`config.mk`:
```
export PLATFORM = sky130hd
export DESIGN_NAME = serial_subtractor
export DESIGN_NICKNAME = d
export VERILOG_FILES = /design/src/rtl/serial_sub_pkg.sv /design/src/rtl/fullsub_cell.sv /design/src/rtl/serial_subtractor.sv
export SDC_FILE = /design/constraint.sdc
export NUM_CORES = 1
export LEC_CHECK = 0
export CORE_MARGIN = 5
export CORE_UTILIZATION = 35
export DETAILED_ROUTE_END_ITERATION = 8
export DONT_BUFFER_PORTS = 1
export PLACE_DENSITY = 0.56
export SYNTH_ARGS = -nofsm -noshare
export SYNTH_HDL_FRONTEND = slang
export SYNTH_SLANG_ARGS = --single-unit
export TNS_END_PERCENT = 5
```
`constraint.sdc`:
```
create_clock -name clk -period 2.5 [get_ports clk]
set_input_delay 0.375 -clock clk [delete_from_list [all_inputs] [get_ports clk]]
set_output_delay 0.375 -clock clk [all_outputs]
set_load 0.1 [all_outputs]
```
`src/rtl/serial_sub_pkg.sv`:
```
// Shared definitions for the bit-serial subtractor: FSM encoding and counter sizing.
package serial_sub_pkg;

   typedef enum logic [1:0] {
      S_IDLE  = 2'd0,
      S_SHIFT = 2'd1,
      S_DONE  = 2'd2
   } state_t;

   // Bit-counter width for a given operand width (WIDTH >= 2 keeps this >= 1).
   function automatic int unsigned cnt_width(input int unsigned width);
      return $clog2(width);
   endfunction

endpackage

```
`src/rtl/fullsub_cell.sv`:
```
// Combinational full-subtractor cell: d = a - b - bin, bo = borrow out.
module fullsub_cell (
   input  logic a,
   input  logic b,
   input  logic bin,
   output logic d,
   output logic bo
);

   assign d  = a ^ b ^ bin;
   assign bo = (~a & b) | (~a & bin) | (b & bin);

endmodule

```
`src/rtl/serial_subtractor.sv`:
```
// Bit-serial WIDTH-bit subtractor, LSB-first through one fullsub_cell with a registered borrow.
module serial_subtractor
   import serial_sub_pkg::*;
#(
   parameter int unsigned WIDTH = 8
) (
   input  logic             clk,
   input  logic             rst,
   input  logic             start,
   input  logic [WIDTH-1:0] a,
   input  logic [WIDTH-1:0] b,
   output logic             busy,
   output logic             done,
   output logic [WIDTH-1:0] diff,
   output logic             bout
);

   localparam int unsigned      CNT_W    = cnt_width(WIDTH);
   localparam logic [CNT_W-1:0] CNT_LAST = CNT_W'(WIDTH - 1);

   state_t             state_q, state_d;
   logic [WIDTH-1:0]   a_sr, b_sr, d_sr;
   logic               brw;
   logic [CNT_W-1:0]   cnt;
   logic               cell_d, cell_bo;
   logic               last;

   fullsub_cell u_cell (
      .a   (a_sr[0]),
      .b   (b_sr[0]),
      .bin (brw),
      .d   (cell_d),
      .bo  (cell_bo)
   );

   assign last = (cnt == CNT_LAST);
   assign busy = (state_q != S_IDLE);
   assign done = (state_q == S_DONE);

   always_comb begin
      state_d = state_q;
      case (state_q)
         S_IDLE:  if (start) state_d = S_SHIFT;
         S_SHIFT: if (last)  state_d = S_DONE;
         S_DONE:  state_d = S_IDLE;
         default: state_d = S_IDLE;
      endcase
   end

   always_ff @(posedge clk or posedge rst) begin
      if (rst) begin
         state_q <= S_IDLE;
         a_sr    <= '0;
         b_sr    <= '0;
         d_sr    <= '0;
         brw     <= 1'b0;
         cnt     <= '0;
         diff    <= '0;
         bout    <= 1'b0;
      end else begin
         state_q <= state_d;
         case (state_q)
            S_IDLE: begin
               if (start) begin
                  a_sr <= a;
                  b_sr <= b;
                  brw  <= 1'b0;
                  cnt  <= '0;
               end
            end
            S_SHIFT: begin
               a_sr <= {1'b0, a_sr[WIDTH-1:1]};
               b_sr <= {1'b0, b_sr[WIDTH-1:1]};
               d_sr <= {cell_d, d_sr[WIDTH-1:1]};
               brw  <= cell_bo;
               cnt  <= cnt + 1'b1;
               // Outputs only change on the final bit so the consumer sees a stable result.
               if (last) begin
                  diff <= {cell_d, d_sr[WIDTH-1:1]};
                  bout <= cell_bo;
               end
            end
            default: ;
         endcase
      end
   end

endmodule
```
==> out/qor.csv <==
metric;value;unit
Crit path buffers/inverters;2;
initial DRC count;33;
Commonest cells post-synth;38 x dfrtp_1, 19 x inv_1, 14 x mux2_2;
first-pass GRT wire length;5.63;mm
clock skew;0.00999;ns
Core Region;4750;sq um
die area;6410;sq um
clk slew on worst S/H paths;0.08;ns
# Max-Cap Violations;0;
CTS sink cnt;38;
setup violators final;0;
number of synthesized register bits;38;
CP Launch Type;register;
initial antenna violation count;0;
post-synth top area cell;dfrtp_1;
wl on met1;1.38;mm
vias in the first global route;1204;
CP cell instances;nor2_1 -> inv_1 -> buf_4;
vias per cell;5.09;
DR vias;1069;
remaining global-route overflow;0;
post-CTS sizing;0;
Slew Limit Fails;0;
placed insts;202;
post-synth top area share;55.4;%
critical path's slowest cell;dfrtp_1;
WL met2;1.54;mm
Nets;164;
Max Fclk;500;MHz
worst path arrival time;1.63;ns
endpoints failing hold;0;
num rows;25;
EDFF count, synth;0;
post-synthesis cell type count;23;
Non-Filler Instances;210;
largest net degree at the start of global routing;39;
CTS tree;yes;
Synth Cell Area;1720;sq um
Final period util;80.0;%
routed wire length;3.17;mm
CP Depth;3;
worst r2r path cells;2;
met3 routed WL;218;um
Initial Util;36.1;%
num ports;30;
CP peak stage delay;0.55;ns
maximum root-to-sink buffer count;2;
clock root cell;clkbuf_8;
GP Congestion;0.784;
Post-route DRC;0;
I/O Buffers;0;
Seq/Total Area, Yosys;55.4;%
CP top delay family;flip-flops;
RSZ-0062 raised after global routing;false;
Pre-antenna DRT Iters;4;
DPL Wire Length;2.18;mm
post-synthesis area per instance;12.2;sq um
Fin Setup TNS;0;ns
setup bufs post-CTS;0;
ANT nets after route;0;
mean routed wirelength per cell;15.1;um
ys flop type;dfrtp_1;
Hold Crit Class;primary input to asynchronous set/reset pin;
max layer used;met4;
count leader, synth;dfrtp_1;
share of cells above drive strength 1;21.7;%
Crit Path Class;register to output port;
antenna cells;0;
yosys warns;0;
die height;80.0;um
CP max FO;17;
Tightest Pin Transition;0.928;ns
Worst setup EP type;output port;
Synth-to-Final Area Change;8.89;%
outcome;finished clean;
syn_nets;163;
Clock Latency Late Sink;0.29;ns
Post-Route Utilization;39.3;%
# hold bufs at CTS;0;
Worst slew margin;38.1;%
Synth area leaders;dfrtp_1 55%, mux2_2 9.2%, nor4b_1 5.6%;
crit path time final;2.00;ns
gr usage total;11.2;%
Critical Path RT;2.12;ns
Synth Instances;141;
asr flop ratio synth;100;%
chip width;80.0;um
total CTS buffers;5;
H-tree levels;2;
[registers in the layout (all words and copies together) (netlist names)]
| register | flops |
|---|---|
| a_sr | 8 |
| state_q | 2 |
| brw | 1 |
| b_sr | 8 |
| cnt | 3 |
| diff | 8 |
| d_sr | 7 |
| bout | 1 |
[final timing paths]
path / slack, ns / from / to
setup / recovery: 0.50 / state_q[0]$_DFFE_PP0P_ / busy
hold / removal: 0.08 / rst / d_sr[5]$_DFFE_PP0N_
setup reg to reg: 0.72 / state_q[0]$_DFFE_PP0P_ / d_sr[1]$_DFFE_PP0N_
hold reg to reg: 0.51 / d_sr[1]$_DFFE_PP0N_ / diff[0]$_DFFE_PP0P_
max in group asynchronous: 2.08 / rst / b_sr[7]$_DFFE_PP0P_
min in group clk: 0.24 / start / state_q[0]$_DFFE_PP0P_
[layer usage]
metal	vias to the layer above	global-route usage (%)
li1	496	-
met5	-	0
met4	0	4.90
met1	534	14.1
met2	34	17.3
met3	5	4.06
[cell families (layout without fill, tap and decap cells)]
logic type,count (synthesis),after routing,share of synthesized area (%)
AND/OR/NAND/NOR,31,31,11.4
multiplexers,17,17,11.0
AO/OA/AOI/OAI,21,21,11.2
buffers and inverters,31,33,8.45
adder cells (fa/ha/maj),3,3,2.62
flip-flops,38,38,55.4
[layout make-up]
| class | count | area (sq um) |
|---|---|---|
| inverters | 19 | 71.3 |
| multi-input cells | 72 | 623 |
| repair buffers | 6 | 45.0 |
| clock inverters | 2 | 12.5 |
| clock buffers | 6 | 82.6 |
| well taps | 67 | 83.8 |
| flip-flops and latches | 38 | 951 |
| fillers | 478 | 2890 |
[per-stage QoR]
| step | setup WS, ns | instance area (sq um) | hold slack (ns) |
|---|---|---|---|
| after floorplan | 0.0213 | 1720 | 0.466 |
| after global placement | 0.769 | 1770 | 0.409 |
| after detailed placement | 0.698 | 1770 | 0.414 |
| after CTS | 0.508 | 1870 | 0.0976 |
| after global routing | 0.386 | 1870 | 0.133 |
| final | 0.499 | 1870 | 0.0803 |
[cell usage in the layout, fill, tap and decap left out, types with 2 or more instances in the layout]
cell type / netlist / final
nor2b_1: 4 / 3
ha_1: 2 / 2
a221oi_1: 10 / 10
clkbuf_8: 0 / 6
buf_4: 0 / 6
a222oi_1: 3 / 3
nor2_1: 12 / 12
nand2b_1: 2 / 2
mux2i_1: 2 / 2
dfrtp_1: 38 / 38
a32o_1: 2 / 2
nor2b_2: 1 / 2
inv_1: 19 / 19
nor4b_1: 11 / 11
a22o_1: 3 / 3
mux2_2: 14 / 14
Power is left out: the tool's default activity adds up to more than one toggle a clock period on the data nets, which glitch-free logic cannot reach.
